**config.mk**
```make
export PLATFORM = sky130hd
export DESIGN_NAME = mem_arbiter
export DESIGN_NICKNAME = d
export VERILOG_FILES = /design/src/rtl/mem_arbiter.sv
export SDC_FILE = /design/constraint.sdc
export NUM_CORES = 1
export LEC_CHECK = 0
export BUFFER_PORTS_ARGS = -buffer_cell sky130_fd_sc_hd__buf_4
export CAP_MARGIN = 20
export CORE_MARGIN = 5
export CORE_UTILIZATION = 54
export DETAILED_ROUTE_END_ITERATION = 8
export GPL_ROUTABILITY_DRIVEN = 0
export PLACE_DENSITY = 0.85
export SLEW_MARGIN = 40
export SYNTH_ARGS = -nofsm -noshare
export SYNTH_HDL_FRONTEND = slang
export SYNTH_SLANG_ARGS = --single-unit
```
**constraint.sdc**
```tcl
create_clock -name clk -period 3.3 [get_ports clk]
set_input_delay 0.33 -clock clk [delete_from_list [all_inputs] [get_ports clk]]
set_output_delay 0.33 -clock clk [all_outputs]
set_load 0.1 [all_outputs]
```
**src/rtl/mem_arbiter.sv**
```systemverilog
// rtl/mem_arbiter.sv - two-port (instruction/data) to one memory port arbiter
//
// Shares one external memory port between the cpu instruction side and data
// side. Each side owns a one-deep pending slot. Only one memory transaction
// is outstanding at a time. Data has fixed priority, except that a starvation
// counter forces an instruction grant after STARVE_LIMIT consecutive losses.
//
// Ports:
//   clk, rst                 clock; synchronous active-low reset
//   imem_valid/instr/addr/wdata/wstrb   instruction-side request
//   imem_rdata, imem_ready              instruction-side completion
//   dmem_*                              same as imem_*, data side
//   mem_valid/instr/addr/wdata/wstrb    issued request (valid is a 1-cycle pulse)
//   mem_rdata, mem_ready                memory completion

module mem_arbiter #(
  parameter int STARVE_LIMIT = 4
) (
  input  logic        clk,
  input  logic        rst,
  input  logic        imem_valid,
  input  logic        imem_instr,
  input  logic [31:0] imem_addr,
  input  logic [31:0] imem_wdata,
  input  logic [3:0]  imem_wstrb,
  output logic [31:0] imem_rdata,
  output logic        imem_ready,
  input  logic        dmem_valid,
  input  logic        dmem_instr,
  input  logic [31:0] dmem_addr,
  input  logic [31:0] dmem_wdata,
  input  logic [3:0]  dmem_wstrb,
  output logic [31:0] dmem_rdata,
  output logic        dmem_ready,
  output logic        mem_valid,
  output logic        mem_instr,
  output logic [31:0] mem_addr,
  output logic [31:0] mem_wdata,
  output logic [3:0]  mem_wstrb,
  input  logic [31:0] mem_rdata,
  input  logic        mem_ready
);

  localparam logic [1:0] IDLE   = 2'd0;
  localparam logic [1:0] BUSY_I = 2'd1;
  localparam logic [1:0] BUSY_D = 2'd2;
  localparam logic [3:0] LIMIT  = 4'(STARVE_LIMIT);

  logic [1:0]  state;
  logic [3:0]  starve_cnt;

  logic        i_full, d_full;
  logic        i_instr, d_instr;
  logic [31:0] i_addr, d_addr, i_wdata, d_wdata;
  logic [3:0]  i_wstrb, d_wstrb;

  // Request held on the memory port from issue until completion.
  logic        h_instr;
  logic [31:0] h_addr, h_wdata;
  logic [3:0]  h_wstrb;

  logic        issue, grant_d, i_done, d_done;
  logic        win_instr;
  logic [31:0] win_addr, win_wdata;
  logic [3:0]  win_wstrb;

  assign issue   = (state == IDLE) && (i_full || d_full);
  assign grant_d = d_full && (!i_full || (starve_cnt != LIMIT));
  assign i_done  = (state == BUSY_I) && mem_ready;
  assign d_done  = (state == BUSY_D) && mem_ready;

  assign win_instr = grant_d ? d_instr : i_instr;
  assign win_addr  = grant_d ? d_addr  : i_addr;
  assign win_wdata = grant_d ? d_wdata : i_wdata;
  assign win_wstrb = grant_d ? d_wstrb : i_wstrb;

  // The issue cycle drives straight from the winning slot so a request
  // captured at cycle 0 reaches memory at cycle 1.
  always_comb begin
    mem_valid = issue;
    mem_instr = h_instr;
    mem_addr  = h_addr;
    mem_wdata = h_wdata;
    mem_wstrb = h_wstrb;
    if (issue) begin
      mem_instr = win_instr;
      mem_addr  = win_addr;
      mem_wdata = win_wdata;
      mem_wstrb = win_wstrb;
    end
  end

  assign imem_ready = i_done;
  assign dmem_ready = d_done;
  assign imem_rdata = i_done ? mem_rdata : 32'd0;
  assign dmem_rdata = d_done ? mem_rdata : 32'd0;

  always_ff @(posedge clk) begin
    if (!rst) begin
      state      <= IDLE;
      starve_cnt <= 4'd0;
      i_full     <= 1'b0;
      d_full     <= 1'b0;
      i_instr    <= 1'b0;
      d_instr    <= 1'b0;
      i_addr     <= 32'd0;
      d_addr     <= 32'd0;
      i_wdata    <= 32'd0;
      d_wdata    <= 32'd0;
      i_wstrb    <= 4'd0;
      d_wstrb    <= 4'd0;
      h_instr    <= 1'b0;
      h_addr     <= 32'd0;
      h_wdata    <= 32'd0;
      h_wstrb    <= 4'd0;
    end else begin
      case (state)
        IDLE: begin
          if (issue) begin
            state   <= grant_d ? BUSY_D : BUSY_I;
            h_instr <= win_instr;
            h_addr  <= win_addr;
            h_wdata <= win_wdata;
            h_wstrb <= win_wstrb;
            if (grant_d) begin
              if (i_full && (starve_cnt < LIMIT))
                starve_cnt <= starve_cnt + 4'd1;
            end else begin
              starve_cnt <= 4'd0;
            end
          end
        end
        BUSY_I:  if (mem_ready) state <= IDLE;
        BUSY_D:  if (mem_ready) state <= IDLE;
        default: state <= IDLE;
      endcase

      // Completion frees the slot; a request arriving in that same cycle
      // is captured, so clear first and let capture override.
      if (i_done) i_full <= 1'b0;
      if (imem_valid && (!i_full || i_done)) begin
        i_full  <= 1'b1;
        i_instr <= imem_instr;
        i_addr  <= imem_addr;
        i_wdata <= imem_wdata;
        i_wstrb <= imem_wstrb;
      end

      if (d_done) d_full <= 1'b0;
      if (dmem_valid && (!d_full || d_done)) begin
        d_full  <= 1'b1;
        d_instr <= dmem_instr;
        d_addr  <= dmem_addr;
        d_wdata <= dmem_wdata;
        d_wstrb <= dmem_wstrb;
      end
    end
  end

  // A request presented while its slot is still occupied is dropped.
  ap_i_overrun: assert property (@(posedge clk) disable iff (!rst)
    !(imem_valid && i_full && !i_done));
  ap_d_overrun: assert property (@(posedge clk) disable iff (!rst)
    !(dmem_valid && d_full && !d_done));

endmodule

```
After elaboration in Yosys (flattened, before gate mapping)
Cells that the tools add are included.
{ "word_totals": {"reg_bits": 215, "in_bits": 175} }
{ "op_classes": {"n_addsub": 1, "reduce_logical": 19, "eq_ne": 6, "n_mux": 20, "n_lt_le_gt_ge": 1} }
{ "ops": {"columns": ["cell", "count"], "rows": [
  ["2-to-1 mux 32 bit", 6],
  ["2-to-1 mux 4 bit", 4],
  ["logical AND 1 bit", 7],
  ["2-to-1 mux 1 bit", 6],
  ["2-to-1 mux 2 bit", 3],
  ["adder 4 x 1 -> 4 bit (second input constant)", 1],
  ["logical OR 1 bit", 4],
  ["< comparator 4 x 3 -> 1 bit (second input constant)", 1],
  ["inequality test 2 x 1 -> 1 bit (second input constant)", 2],
  ["inequality test 4 x 3 -> 1 bit (second input constant)", 1],
  ["case mux 2 bit (2 select lines)", 1],
  ["nonzero test 2 bit", 2],
  ["AND reduction 3 bit", 1],
  ["== test 2 x 1 -> 1 bit (second input constant)", 1],
  ["== test 2 bit (second input constant)", 1],
  ["zero test 1 bit", 2],
  ["zero test 2 bit", 1],
  ["inequality test 2 bit (second input constant)", 1],
  ["AND reduction 2 bit", 1],
  ["OR reduction 2 bit", 1]
]} }

Longest topological paths before layout
{ "logic_depth": {"ltp_word": 6, "ltp_mapped": 9, "depth_no_buf": 7} }

Worst setup path before layout
No wires, ideal clock.
{ "synth_timing": {"kind": "reg2out", "start": "reg state[0]", "end": "out mem_addr[12]", "t_required_ps": 2970, "arrival_ps": 2015, "path_stages_with_launch": 8, "slack_ps": 955, "cell_sequence": "dfxtp_1 inv_1 ha_1 nand2_1 a21oi_2 clkbuf_1 a222oi_1 inv_1"} }
{ "synth_between": {"elab_chain_len": 3} }
{ "synth_lines": {"columns": ["element", "line", "text"], "rows": [
  ["start, declared", "49", "logic [1:0] state;"],
  ["start signal, assigned", "120", "state <= grant_d ? BUSY_D : BUSY_I;"],
  ["zero test 2 bit", "67", "assign issue = (state == IDLE) && (i_full || d_full);"],
  ["logical AND 1 bit", "67", null],
  ["2-to-1 mux 32 bit", "85", "if (issue) begin"],
  ["end, declared", "37", "output logic [31:0] mem_addr,"]
]} }
No other way between the ends.

Worst setup path in the final report
{ "layout_timing": {"start": "reg starve_cnt[1]", "end": "out mem_addr[23]"} }
{ "layout_between": {"elab_chain_len": 5} }
{ "layout_lines": {"columns": ["element", "line", "text"], "rows": [
  ["start, declared", "50", "logic [3:0] starve_cnt;"],
  ["start signal, assigned", "127", "starve_cnt <= starve_cnt + 4'd1;"],
  ["inequality test 4 x 3 -> 1 bit", "68", "assign grant_d = d_full && (!i_full || (starve_cnt != LIMIT));"],
  ["logical OR 1 bit", "68", null],
  ["logical AND 1 bit", "68", null],
  ["2-to-1 mux 32 bit", "73", "assign win_addr = grant_d ? d_addr : i_addr;"],
  ["2-to-1 mux 32 bit", "85", null]
]} }
No other way between the ends.

==> impl_metrics.py <==
metrics = {
    "run_status": {
        "status": "finished, final reports clean",
    },
    "floorplan": {
        "dieHeight_um": 138,
        "rows": 47,
        "start_util_pct": 54.4,
        "io_pins": 311,
        "design.die.area_um2": 19100,
        "core_um2": 16300,
        "die_w_um": 138,
    },
    "logic_synthesis": {
        "ys_ff_latch": 215,
        "synthAdderAreaFrac_pct": 0.704,
        "synthArstFlopShare_pct": 0,
        "synth_top_area_share_pct": 48.4,
        "syn_avg_cell_area_um2": 8.44,
        "synthSimpleGateAreaFrac_pct": 21.9,
        "synth_nets": 1233,
        "synth-compound-area-share_pct": 21.5,
        "synth_xor_xnor_area_share_pct": 0.0985,
        "synth_top_family_by_area": "simple AND/OR/NAND/NOR gates",
        "netlist_area_um2": 8890,
        "yosys-top-cells-count": "nand2_1 (280), dfxtp_1 (215), a21boi_0 (139)",
        "post-synth-top-count-cell": "nand2_1",
        "synth.distinct_cells": 29,
        "yosys-top-cells-area": "dfxtp_1 (48%), nand2_1 (12%), a21boi_0 (12%), a222oi_1 (7.3%), and3_1 (4.5%)",
        "synthMuxAreaShare_pct": 0,
        "syn_inst": 1053,
        "synth_warnings": 0,
        "synth_enable_flop_cells": 0,
        "yosysTopAreaCell": "dfxtp_1",
        "seq_area_frac_synth_pct": 48.4,
        "synth-main-ff-cell": "dfxtp_1",
    },
    "sta": {
        "setup_slack_ns": 0.251,
        "skew_ns": 0.0175,
        "fmax_mhz": 328,
        "fin_crit_ns": 3.05,
        "hold_viol": 0,
        "slew_violations": 0,
        "setup_tns_ns": 0,
        "fin_crit_sh_pct": 92.4,
        "worst_pin_slew_ns": 0.635,
        "rsz0062_at_grt": "false",
        "setup_viol": 0,
        "max-slew-margin-rel_pct": 57.7,
    },
    "power_and_ir_drop": {
        "p_int_mw": 4.90,
        "seqPwrFrac_pct": 39.4,
        "combPwrFrac_pct": 22.8,
        "p_sw_share_pct": 31.3,
        "pwr-share-clk_pct": 37.8,
        "total_leakage_power_nw": 5.92,
        "switching_power_mw": 2.23,
        "cellPowerDensity_nw_per_um2": 582,
        "ir_drop_v": 0.000386,
    },
    "job": {
        "drv_cap": 0,
    },
    "place": {
        "dp_cells": 1514,
        "placed_cell_area_um2": 11400,
        "hpwl_um": 19200,
        "portBuffers": 310,
        "pre_cts_ws_ns": 0.590,
    },
    "worst_setup_path": {
        "worst-path-stages": 8,
        "path_class": "reg -> out",
        "critPathMaxStageDelay_ns": 0.54,
        "arrival_ns": 2.72,
        "cp_slowest_cell": "a222oi_1",
        "cp-end-kind": "output port",
        "path_max_fanout": 58,
        "crit_chain": "inv_1, ha_1, nand3b_1, o211a_2, buf_12, a222oi_1, inv_1, buf_4",
        "path_common_cell": "inv_1",
        "critPathTopFamily": "compound AO/OA/AOI/OAI gates",
        "required_ns": 2.97,
        "start_kind": "register",
        "path_buf_inv": 4,
        "r2r_cells": 8,
    },
    "cts": {
        "clk_pin_slew_ns": 0.06,
        "cts_buffers": 22,
        "cts_tree": "yes",
        "clock_path_buffers": 3,
        "h-tree-depth": 1,
        "cts.sinks": 215,
        "clk_latency_ns": 0.51,
        "root_buffer": "clkbuf_16",
    },
    "grt": {
        "grt_max_degree": 110,
        "grt_pass1_vias": 8548,
        "grt-ovfl-total": 0,
        "antenna_found_initial": 1,
        "grt_pass1_wl_um": 43700,
        "grtUsageTotal_pct": 27.5,
    },
    "finish": {
        "fin_cells": 1556,
        "final_nets": 1499,
        "synthToLayoutAreaGrowth_pct": 37.8,
        "fin_area_um2": 12300,
        "layout-drive-gt1-share_pct": 28.0,
        "fin_util_pct": 74.9,
    },
    "drt": {
        "routedWlPerCell_um": 17.9,
        "initialDrtViolationCount": 705,
        "drc": 0,
        "vias": 8537,
        "routed_wl_um": 27900,
        "drt_first_pass_iters": 9,
        "via_per_inst": 5.49,
        "ant_nets": 0,
    },
    "hold_path": {
        "hp-class": "in -> reg",
        "worstHoldPathCells": 3,
    },
}
==> repair_timing <==
action | in CTS | in global routing
buffers inserted | 0 | 1
hold buffers | 0 | 0
endpoints found under the setup margin | 0 | 61
gates resized for setup | 0 | 1
==> final timing paths <==
kind,startpoint,end,slack (ns)
min reg2reg,i_wstrb[3]$_SDFFE_PN0P_,i_wstrb[3]$_SDFFE_PN0P_,0.46
max,starve_cnt[1]$_SDFFE_PN0P_,mem_addr[23],0.25
min,imem_addr[22],i_addr[22]$_SDFFE_PN0P_,0.08
max reg2reg,state[1]$_SDFFE_PN0P_,i_addr[23]$_SDFFE_PN0P_,1.15
==> power by group through the flow <==
stage / sequential, mW / clock [mW] / combinational, mW
detailed placement: 2.87 / 0 / 1.61
global route: 2.82 / 2.84 / 1.71
global placement: 2.86 / 0 / 1.58
CTS: 2.81 / 2.73 / 1.62
finish: 2.81 / 2.70 / 1.63
floorplan: 2.84 / 0 / 1.11
==> layout by cell type, fill, tap and decap left out, types with 15 or more instances in the layout <==
| cell | count |
|---|---|
| a21boi_0 | 139 |
| a222oi_1 | 65 |
| and3_1 | 64 |
| buf_4 | 321 |
| clkbuf_16 | 22 |
| dfxtp_1 | 215 |
| inv_1 | 76 |
| nand2_1 | 280 |
| nor2_1 | 15 |
| nor2b_1 | 57 |
==> cells by family (layout without fill, tap and decap cells) <==
kind of cell / count (synthesis) / in the layout
other cells: 0 / 1
compound gates: 238 / 238
fa+ha+maj: 5 / 5
flops: 215 / 215
xor+xnor: 1 / 1
simple gates: 429 / 429
buf+inv: 165 / 447
==> through the flow <==
stage	hold WS, ns	power, mW
final	0.0767	7.14
after global routing	0.0709	7.38
after global placement	0.449	4.44
after floorplan	0.443	3.95
after CTS	0.0595	7.16
after detailed placement	0.456	4.48
==> tightest hold or removal path: stages <==
cell      delay, ns
buf_4          0.11
nand2_1        0.04
a21boi_0       0.06
==> final cells by class <==
type / count / area [µm²]
sequential: 215 / 4300
clock inverter: 10 / 186
fill: 1230 / 4100
antenna: 1 / 2.50
timing repair buffer: 331 / 2590
clock buffer: 30 / 611
multi-input combinational: 673 / 4000
tap: 220 / 275
inverter: 76 / 285
==> sequential cells by signal, indices dropped and copies added (netlist names) <==
signal / flops
h_instr: 1
state: 2
d_wstrb: 4
d_full: 1
i_addr: 32
h_wdata: 32
d_addr: 32
i_wdata: 32
starve_cnt: 4
i_wstrb: 4
i_instr: 1
h_wstrb: 4
i_full: 1
d_instr: 1
h_addr: 32
d_wdata: 32
==> metal layers <==
layer	up-vias	global-route usage [%]	share of wire, %
met5	-	0	0
met4	0	10.9	3.6
met3	65	5.21	7.0
met2	372	49.9	51
met1	4015	31.8	39
li1	4085	-	-
(Power assumes the default switching activity.)
